[src/rtl/student_iis_pkg.sv]
// Shared types and defaults for the student I2S transmit/receive path.
// Contents: channel-FSM state enum, default sample/slot widths, L/R sample pair.
package student_iis_pkg;

    localparam int unsigned IIS_DATA_SIZE = 24;
    localparam int unsigned IIS_SLOT_BITS = 32;

    typedef enum logic [1:0] {
        SYNC,
        WAIT_MSB,
        SHIFT,
        PAD
    } iis_tx_state_e;

    typedef struct packed {
        logic [IIS_DATA_SIZE-1:0] left;
        logic [IIS_DATA_SIZE-1:0] right;
    } iis_sample_pair_t;

endpackage

[src/rtl/student_iis_shift_reg.sv]
// Parallel-load shift register, MSB-first, zero fill on shift.
// Ports:
//   clk, rst (sync, active-high) ; load + din : parallel load (wins over shift)
//   shift : move one bit toward the MSB ; msb : current MSB
module student_iis_shift_reg
    import student_iis_pkg::*;
#(
    parameter int unsigned WIDTH = IIS_DATA_SIZE
) (
    input  logic             clk,
    input  logic             rst,
    input  logic             load,
    input  logic             shift,
    input  logic [WIDTH-1:0] din,
    output logic             msb
);

    logic [WIDTH-1:0] q;

    always_ff @(posedge clk) begin
        if (rst) begin
            q <= '0;
        end else if (load) begin
            q <= din;
        end else if (shift) begin
            q <= {q[WIDTH-2:0], 1'b0};
        end
    end

    assign msb = q[WIDTH-1];

endmodule

[src/rtl/student_iis_tx.sv]
// I2S serializer: accepts L/R sample pairs over valid/ready, shifts them out
// MSB-first on the DAC data line, framed by BCLK/LRCLK strobes from the clock gen.
// Ports:
//   clk_i, rst_i (sync, active-high)
//   bclk_fall_i, lrclk_fall_i, lrclk_rise_i : one-cycle strobes from clock gen
//   sample_l_i, sample_r_i, sample_valid_i, sample_ready_o : sample handshake
//   sdata_o : serial DAC data ; underrun_o, frame_err_o : one-cycle status pulses
//   underrun_cnt_o : saturating underrun count
// Optional feature: define IIS_TX_UNDERRUN_CNT_EN to build the underrun counter;
// otherwise underrun_cnt_o is tied to zero.
module student_iis_tx
    import student_iis_pkg::*;
#(
    parameter int unsigned DATA_SIZE = IIS_DATA_SIZE,
    parameter int unsigned SLOT_BITS = IIS_SLOT_BITS
) (
    input  logic                 clk_i,
    input  logic                 rst_i,
    input  logic                 bclk_fall_i,
    input  logic                 lrclk_fall_i,
    input  logic                 lrclk_rise_i,
    input  logic [DATA_SIZE-1:0] sample_l_i,
    input  logic [DATA_SIZE-1:0] sample_r_i,
    input  logic                 sample_valid_i,
    output logic                 sample_ready_o,
    output logic                 sdata_o,
    output logic                 underrun_o,
    output logic                 frame_err_o,
    output logic [15:0]          underrun_cnt_o
);

    localparam int unsigned CNT_W = $clog2(DATA_SIZE + 1);

    // The one-BCLK I2S delay needs at least one slot left over after the data.
    if (DATA_SIZE > SLOT_BITS - 1) begin : g_cfg_check
        $error("student_iis_tx: DATA_SIZE must be at most SLOT_BITS-1");
    end

    iis_tx_state_e        state, state_d;
    logic [CNT_W-1:0]     cnt, cnt_d;
    logic [DATA_SIZE-1:0] hold_l, hold_r, active_r;
    logic                 hold_empty;
    logic                 sdata, sdata_d;
    logic                 underrun, underrun_d;
    logic                 frame_err, frame_err_d;
    logic                 xfer, ch_start, short_ch;
    logic [DATA_SIZE-1:0] next_l, next_r;
    logic                 sr_load, sr_shift, sr_msb;
    logic [DATA_SIZE-1:0] sr_din;

    student_iis_shift_reg #(.WIDTH(DATA_SIZE)) u_shift (
        .clk   (clk_i),
        .rst   (rst_i),
        .load  (sr_load),
        .shift (sr_shift),
        .din   (sr_din),
        .msb   (sr_msb)
    );

    // Frame-start source: held pair first, then same-cycle bypass, else silence.
    always_comb begin
        xfer       = sample_valid_i && hold_empty;
        next_l     = !hold_empty ? hold_l : (xfer ? sample_l_i : '0);
        next_r     = !hold_empty ? hold_r : (xfer ? sample_r_i : '0);
        underrun_d = lrclk_fall_i && hold_empty && !xfer;
    end

    // Channel FSM: LRCLK strobes restart a channel and override the coincident BCLK slot.
    always_comb begin
        state_d     = state;
        cnt_d       = cnt;
        sdata_d     = sdata;
        sr_load     = 1'b0;
        sr_shift    = 1'b0;
        sr_din      = next_l;
        frame_err_d = 1'b0;
        ch_start    = lrclk_fall_i || (lrclk_rise_i && (state != SYNC));
        short_ch    = (state == WAIT_MSB) || ((state == SHIFT) && (cnt < CNT_W'(DATA_SIZE)));

        if (ch_start) begin
            frame_err_d = short_ch;
            sr_load     = 1'b1;
            sr_din      = lrclk_fall_i ? next_l : active_r;
            state_d     = WAIT_MSB;
            cnt_d       = '0;
            // The slot under the LRCLK edge is the delay slot; a truncated channel is cut here.
            if (bclk_fall_i) begin
                sdata_d = 1'b0;
            end
        end else if (bclk_fall_i) begin
            case (state)
                SYNC: begin
                    sdata_d = 1'b0;
                end
                WAIT_MSB: begin
                    sdata_d  = sr_msb;
                    sr_shift = 1'b1;
                    cnt_d    = CNT_W'(1);
                    state_d  = SHIFT;
                end
                SHIFT: begin
                    if (cnt < CNT_W'(DATA_SIZE)) begin
                        sdata_d  = sr_msb;
                        sr_shift = 1'b1;
                        cnt_d    = cnt + CNT_W'(1);
                    end else begin
                        sdata_d = 1'b0;
                        state_d = PAD;
                    end
                end
                PAD: begin
                    sdata_d = 1'b0;
                end
                default: begin
                    sdata_d = 1'b0;
                    state_d = SYNC;
                end
            endcase
        end
    end

    always_ff @(posedge clk_i) begin
        if (rst_i) begin
            state      <= SYNC;
            cnt        <= '0;
            sdata      <= 1'b0;
            underrun   <= 1'b0;
            frame_err  <= 1'b0;
            hold_empty <= 1'b1;
            hold_l     <= '0;
            hold_r     <= '0;
            active_r   <= '0;
        end else begin
            state     <= state_d;
            cnt       <= cnt_d;
            sdata     <= sdata_d;
            underrun  <= underrun_d;
            frame_err <= frame_err_d;
            if (lrclk_fall_i) begin
                // Held pair (or bypassed input) becomes active; hold is empty afterwards.
                active_r   <= next_r;
                hold_empty <= 1'b1;
            end else if (xfer) begin
                hold_l     <= sample_l_i;
                hold_r     <= sample_r_i;
                hold_empty <= 1'b0;
            end
        end
    end

`ifdef IIS_TX_UNDERRUN_CNT_EN
    logic [15:0] ur_cnt;

    // Saturating count of frames started without data.
    always_ff @(posedge clk_i) begin
        if (rst_i) begin
            ur_cnt <= '0;
        end else if (underrun_d && (ur_cnt != 16'hFFFF)) begin
            ur_cnt <= ur_cnt + 16'd1;
        end
    end

    assign underrun_cnt_o = ur_cnt;
`else
    assign underrun_cnt_o = '0;
`endif

    assign sample_ready_o = hold_empty;
    assign sdata_o        = sdata;
    assign underrun_o     = underrun;
    assign frame_err_o    = frame_err;

endmodule
[config.mk]
export PLATFORM = sky130hd
export DESIGN_NAME = student_iis_tx
export DESIGN_NICKNAME = d
export VERILOG_FILES = /design/src/rtl/student_iis_pkg.sv /design/src/rtl/student_iis_shift_reg.sv /design/src/rtl/student_iis_tx.sv
export SDC_FILE = /design/constraint.sdc
export NUM_CORES = 1
export LEC_CHECK = 0
export CAP_MARGIN = 25
export CORE_UTILIZATION = 40
export CTS_BUF_LIST = sky130_fd_sc_hd__clkbuf_8
export CTS_CLUSTER_DIAMETER = 80
export DETAILED_ROUTE_END_ITERATION = 8
export GPL_TIMING_DRIVEN = 0
export SYNTH_ARGS = -nofsm -noshare
export SYNTH_HDL_FRONTEND = slang
export SYNTH_HIERARCHICAL = 1
export SYNTH_SLANG_ARGS = --single-unit
[constraint.sdc]
create_clock -name clk_i -period 3.6 [get_ports clk_i]
set_input_delay 0.36 -clock clk_i [delete_from_list [all_inputs] [get_ports clk_i]]
set_output_delay 0.36 -clock clk_i [all_outputs]
set_load 0.02 [all_outputs]
Word level (Yosys, flattened, before mapping). Index checks and enable logic that the tools add are counted.

Register bits: 107. Latch bits: 0. Bits in writable memories: 0. ROM bits: 0. Bits of input ports: 54. Memories: 0.

Add/sub/neg operators: 1. Multipliers: 0. Divide/modulo/power cells: 0. Magnitude comparators: 1. Equal/unequal tests: 6. Shifts and indexed selects: 0. Muxes and demuxes: 24. Bitwise operators: 2. Reductions and logical operators: 22.

Operators with widths (count): two-way mux 24 bit (8); two-way mux 1 bit (10); case mux 5 bit (2 select lines) (1); AND reduction 3 bit (3); nonzero test 2 bit (4); OR reduction 2 bit (4); adder 5 x 1 -> 5 bit (second input constant) (1); logical AND 1 bit (5); less-than comparator 5 bit (second input constant) (1); two-way mux 5 bit (1); equality test 2 bit (second input constant) (2); case mux 2 bit (2 select lines) (1); inequality test 3 bit (second input constant) (1); case mux 1 bit (3 select lines) (1); nonzero test 3 bit (1); equality test 2 x 1 -> 1 bit (second input constant) (1); logical NOT 2 bit (1); logical OR 1 bit (2); two-way mux 2 bit (1); inequality test 2 x 1 -> 1 bit (second input constant) (1); inequality test 2 bit (second input constant) (1); NOT 1 bit (2); case mux 1 bit (2 select lines) (1); AND reduction 2 bit (1); logical NOT 1 bit (1).

Longest topological paths before layout. Gate-level depths: netlist (run 1).

Depth in word-level cells: 7. Mapped depth: 10. Mapped depth without buffers: 8.

Hierarchy. The synthesis (run 1) kept the hierarchy.

By module, submodules not included: student_iis_tx (instances 1, cells an instance 540, area each 3935.0 µm², seq. area each 1661.6 µm²); student_iis_shift_reg (instances 1, cells an instance 106, area each 1146.1 µm², seq. area each 480.5 µm²).

Worst setup path after synthesis (run 1). Ideal clock, no wire load.

Kind: flip-flop to flip-flop. Start: reg state[0]. End: reg u_shift.q[11]. Library setup time: 0.133 ns. Arrival time: 1.735 ns. Setup slack: 1.732 ns. Cell stages (with the launch flop): 11. Buffers on the path: 2. Clock period less this slack: 1.868 ns. Path through: dfxtp_1 -> inv_1 -> ha_1 -> nand2b_1 -> and2_1 -> inv_1 -> nor3_1 -> buf_6 -> buf_12 -> mux2i_1 -> a211oi_2.

Cells in the longest elaborated chain, start to end: 5. Elaborated cells on any way between the ends: 12. Classes of those cells: 2 x eq/ne; 6 x mux; 4 x reduce/logical.

Ends and longest elaborated chain: from (decl) (line student_iis_tx.sv:39) `iis_tx_state_e state, state_d;`; from (signal assigned) (line student_iis_tx.sv:134) `state <= state_d;`; nonzero test 2 bit (line student_iis_tx.sv:77) `ch_start = lrclk_fall_i || (lrclk_rise_i && (state != SYNC));`; logical AND 1 bit (line student_iis_tx.sv:77); logical OR 1 bit (line student_iis_tx.sv:77); named net ch_start (line student_iis_tx.sv:46) `logic xfer, ch_start, short_ch;`; two-way mux 1 bit (line student_iis_tx.sv:80) `if (ch_start) begin`; named net sr_shift (line student_iis_tx.sv:48) `logic sr_load, sr_shift, sr_msb;`; nonzero test 2 bit (no source line); to (signal assigned) (line student_iis_shift_reg.sv:24) `q <= din;`; to (signal assigned) (line student_iis_shift_reg.sv:26) `q <= {q[WIDTH-2:0], 1'b0};`; to (decl) (line student_iis_shift_reg.sv:18) `logic [WIDTH-1:0] q;`.

The timed path passes the listed nets, and every way through them passes these cells. A chain may end at the register's enable or synchronous reset.

Final worst setup path (run 1).
Start: reg state[0]. End: reg u_shift.q[7].

The elaborated chain is that of the path after synthesis.

==> results of run 1 <==
==> routing by layer <==
| metal | GRT usage [%] | vias up |
|---|---|---|
| li1 | - | 2355 |
| met1 | 30.9 | 2185 |
| met3 | 2.44 | 21 |
| met2 | 34.2 | 126 |
| met4 | 7.97 | 0 |
| met5 | 0 | - |
==> power by group <==
group          switching [mW]  internal [mW]  total, mW  leakage [nW]
logic                   0.222          0.172      0.394          1.22
clock network           0.411          0.351      0.762         0.108
registers              0.0374           1.25       1.29         0.878
total                   0.670           1.77       2.44          2.21
==> sequential cells by signal (all words and copies together) (netlist names) <==
signal          count
sdata_o             1
state               2
frame_err_o         1
sample_ready_o      1
hold_r             24
cnt                 5
underrun_o          1
hold_l             24
active_r           24
u_shift/q          24
==> area by class of cell <==
cell class / instances / share of cell area (%)
multi-input combinational: 475 / 42.2
sequential: 107 / 35.2
timing repair buffer: 55 / 9.04
buffer: 73 / 6.63
tap: 168 / 3.45
clock buffer: 11 / 2.49
clock inverter: 4 / 0.698
inverter: 6 / 0.370
==> final timing paths <==
check | end | startpoint
setup / recovery | u_shift/q[7] | state[0]
hold / removal | underrun_o | lrclk_fall_i
setup reg to reg | u_shift/q[7] | state[0]
hold reg to reg | hold_r[9] | hold_r[9]
==> stage by stage <==
step                      cells  util (%)  setup WS, ps  instance area [µm²]
final                       899      49.9          1410                 6090
after global placement      884      48.3          1190                 5900
after detailed placement    884      48.3          1190                 5900
after floorplan             661         -          1730                 5140
after CTS                   899      49.9          1420                 6090
after global routing        899      49.9          1190                 6090
==> kinds of logic (layout without fill, tap and decap cells) <==
group                      Yosys count  in the layout  share of synthesized area [%]
DFF                                107            107                           42.2
other                                1             16                         0.0738
and+or+nand+nor                    269            269                           23.9
adders and majority gates            4              4                          0.985
buffers and inverters               79            149                           8.40
muxes                               23             23                           4.53
AOI/OAI and AO/OA                  163            163                           19.9
==> synth_stat cells, types with 2 or more instances <==
library cell	instances
nor2b_1	23
nand3b_1	2
dfxtp_1	107
o21ai_1	11
buf_1	3
nand3_1	27
inv_1	5
o21ai_0	19
clkbuf_1	34
nor2_1	26
nand2b_1	2
and3_1	26
buf_2	15
and2_1	2
nor3_1	4
mux2i_1	23
a211oi_2	4
a21oi_1	78
buf_6	2
buf_12	2
buf_4	17
ha_1	4
nand2_1	150
a211oi_1	19
a311oi_1	24
==> critical path, delay by kind of cell, from the launching register on <==
family / cells / cell delay (ps)
flops: 1 / 340
mux: 1 / 220
compound gates: 1 / 100
buf+inv: 4 / 580
fa+ha+maj: 1 / 170
simple gates: 3 / 670
==> reports/results.tsv, run 1 <==
metric	value	unit
cts_sinks	107	
startpoint_type	flip-flop	
fin_nets	785	
max_clock_freq	0.456	GHz
final.setup.tns	0	ps
regArea	0.00214	mm²
synth_edf_count	0	
cp.required	3850	ps
ys_seq_area_share	42.2	%
period_minus_slack	2190	ps
tightest_slew	577	ps
path_class	reg -> reg	
grt_max_degree	16	
ir_drop	0.237	mV
via_count	4687	
cpMostUsedCell	inv_1	
yosys-top-cells-area	dfxtp_1, nand2_1, a21oi_1	
mostFrequentLayoutCell	nand2_1	
clk_latency	380	ps
crit_slowest_cell	dfxtp_1	
numCtsBuffers	9	
skew	8.41	ps
async_flop_share	0	%
cts_root_buffer	clkbuf_8	
routedLengthMet1	6.63	mm
status	finished clean	
cpPeakStageDelay	340	ps
top_layer	met4	
end_kind	flip-flop	
first_global_vias	4316	
firstDrtPassIters	4	
synth_area	0.00508	mm²
wl_met3	655	µm
port_buffers	55	
ctsHoldBuffers	0	
cts_tree	done	
antenna_found_initial	0	
powerDensity	401	mW/mm²
rows	40	
hold_path_class	in -> reg	
layout_common_cells	nand2_1, dfxtp_1, a21oi_1	
routabilityCongestion	0.827	
slew-limit-headroom	61.5	%
drt_wl_total	13.7	mm
p_total	2.44	mW
drt-vias-per-instance	5.21	
antenna_cells	0	
ff2ff_setup_slack	1410	ps
post_drt_wl_per_cell	15.3	µm
yosysTopAreaCellShare	42.2	%
reg2regPathDepth	10	
cts_resized	0	
yosysUniqueCellTypes	42	
yosys.area.top_type	dfxtp_1	
wl_met2	6.17	mm
yosys_warnings	6	
crit_chain	inv_1 -> ha_1 -> nand2b_1 -> and2_1 -> inv_1 -> nor3_1 -> buf_6 -> buf_12 -> mux2i_1 -> a211oi_1	
htree_levels	3	
dieArea	0.0132	mm²
hpwl	10.3	mm
min_path_cells	3	
start_util	41.6	%
fin_hold_ws	363	ps
ys_ff_latch	107	
avgSynthCellArea	7.87	µm²
clk_pin_slew_worst_paths	100	ps
clockBufferDepth	2	
netlist_instances	646	
leakage	2.21	nW
ios	74	
min_period_over_period	60.9	%
route.detailed.drc	0	
grt_pass1_wl	22.1	mm
die_x	115	µm
layout-drive-gt1-share	7.80	%
rsz0062_at_grt	no	
arrival	2440	ps
cts_setup_buffers	0	
syn2layout_area_growth	19.9	%
core-area	0.0122	mm²
grt_util_all_layers	21.8	%
fillers	1240	
hold_violations	0	
grt-ovfl-total	0	
drv_cap	0	
setup_viol	0	
ys.flop_type	dfxtp_1	
cp_max_fo	10	
drt_first_iter_violations	367	
die_h	115	µm
multi_input_area	0.00257	mm²
slew_violations	0	
antenna_left	0	
(Power assumes the default switching activity.)
==> inputs of run 2 (changes only) <==
- clock period: 3.6 -> 2.3 ns (I/O delays scaled with it)
==> run 2 against run 1 <==
Compared with the run above: clock skew barely moved; critical path depth is the same; register-to-register slack worse by 1200 ps; hold slack got worse by 120 ps; largest cell class unchanged; sequential cell count did not move; sequential share of layout area is 0.058 points lower; final area grew 0.16%; global-route usage unchanged; core utilization is 0.082 points higher; worst setup slack got worse by 1200 ps.
==> reports/results.tsv, run 2 (same netlist as run 1, synthesis figures left out) <==
metric	value	unit
status	finished clean	
hpwl	10.3	mm
antenna_left	0	
setup_viol	0	
arrival	2360	ps
die_h	115	µm
route.detailed.drc	0	
grt_pass1_wl	22.1	mm
top_layer	met4	
core-area	0.0122	mm²
final.setup.tns	0	ps
leakage	2.21	nW
ios	74	
first_global_vias	4316	
clockBufferDepth	2	
routabilityCongestion	0.827	
grt-ovfl-total	0	
layout_common_cells	nand2_1, dfxtp_1, a21oi_1	
final_area	0.00610	mm²
slew_violations	0	
pwr-share-comb	16.2	%
p_int	2.78	mW
place_worst_setup_slack	21.7	ps
layout-drive-gt1-share	8.21	%
rows	40	
cts_sinks	107	
ctsHoldBuffers	0	
grt_max_degree	16	
rsz0062_at_grt	no	
p_total	3.82	mW
power.switching	1.05	mW
slew-limit-headroom	61.9	%
final_util	50.0	%
htree_levels	3	
tightest_slew	571	ps
start_util	41.6	%
cts_tree	done	
dp_cells	884	
hold_violations	0	
startpoint_type	flip-flop	
power_frac_seq	52.7	%
cts_setup_buffers	0	
max_clock_freq	0.475	GHz
clk_latency	380	ps
fin_hold_ws	240	ps
fin_nets	785	
finalWorstSetupSlack	195	ps
drt_first_iter_violations	363	
cts_root_buffer	clkbuf_8	
period_minus_slack	2100	ps
numCtsBuffers	9	
mostFrequentLayoutCell	nand2_1	
drt-vias-per-instance	5.23	
post_drt_wl_per_cell	15.3	µm
drv_cap	0	
clkPwrFrac	31.1	%
cts_resized	0	
grt_util_all_layers	21.8	%
antenna_found_initial	0	
final_cells	899	
hold_path_class	in -> reg	
path_class	reg -> reg	
cp_max_fo	10	
die_x	115	µm
via_count	4703	
firstDrtPassIters	5	
end_kind	flip-flop	
cp.required	2550	ps
post_dp_cell_area	0.00590	mm²
port_buffers	55	
min_period_over_period	91.5	%
wl_met3	661	µm
dieArea	0.0132	mm²
skew	7.92	ps
drt_wl_total	13.7	mm
antenna_cells	0	
wl_met2	6.24	mm
power.share.switching	27.4	%
clk_pin_slew_worst_paths	100	ps
routedLengthMet1	6.57	mm
ir_drop	0.371	mV
powerDensity	626	mW/mm²
syn2layout_area_growth	20.1	%
[run 2: cell counts in the layout (fill, tap and decap cells not counted)]
No cell type changed its count.
[run 2: final timing paths]
| kind | cells past startpoint | end | start | slack [ps] |
|---|---|---|---|---|
| worst max-delay path | 10 | u_shift/q[7] | state[0] | 200 |
| worst min-delay path | 3 | underrun_o | lrclk_fall_i | 240 |
| worst max register to register | 10 | u_shift/q[7] | state[0] | 200 |
| worst min register to register | 2 | hold_r[15] | hold_r[15] | 460 |
[run 2: routing by layer]
metal	GRT usage, %	vias to the layer above
li1	-	2355
met1	30.9	2183
met2	34.2	141
met3	2.44	24
met4	7.97	0
met5	0	-
[run 2: layout make-up]
| class | count | area [µm²] |
|---|---|---|
| fillers | 1240 | 6110 |
| multi-input cells | 475 | 2580 |
| flip-flops and latches | 107 | 2140 |
| repair buffers | 55 | 551 |
| plain buffers | 73 | 404 |
| well taps | 168 | 210 |
| clock buffers | 11 | 151 |
| clock inverters | 4 | 42.5 |
| inverters | 6 | 22.5 |
[run 2: critical path, stage by stage, from the launching register on]
cell and delay (ps):
dfxtp_1 340, inv_1 90, ha_1 190, nand2b_1 200, and2_1 210, inv_2 110, nor3_2 200, buf_6 170
buf_12 150, mux2i_1 220, a211oi_1 100
[run 2: power by group through the flow]
| stage | clock network, mW | registers [mW] | logic (mW) |
|---|---|---|---|
| floorplan | 0 | 2.04 | 0.391 |
| global placement | 0 | 2.05 | 0.602 |
| detailed placement | 0 | 2.06 | 0.610 |
| CTS | 1.21 | 2.01 | 0.613 |
| global route | 1.29 | 2.03 | 0.682 |
| finish | 1.19 | 2.01 | 0.618 |
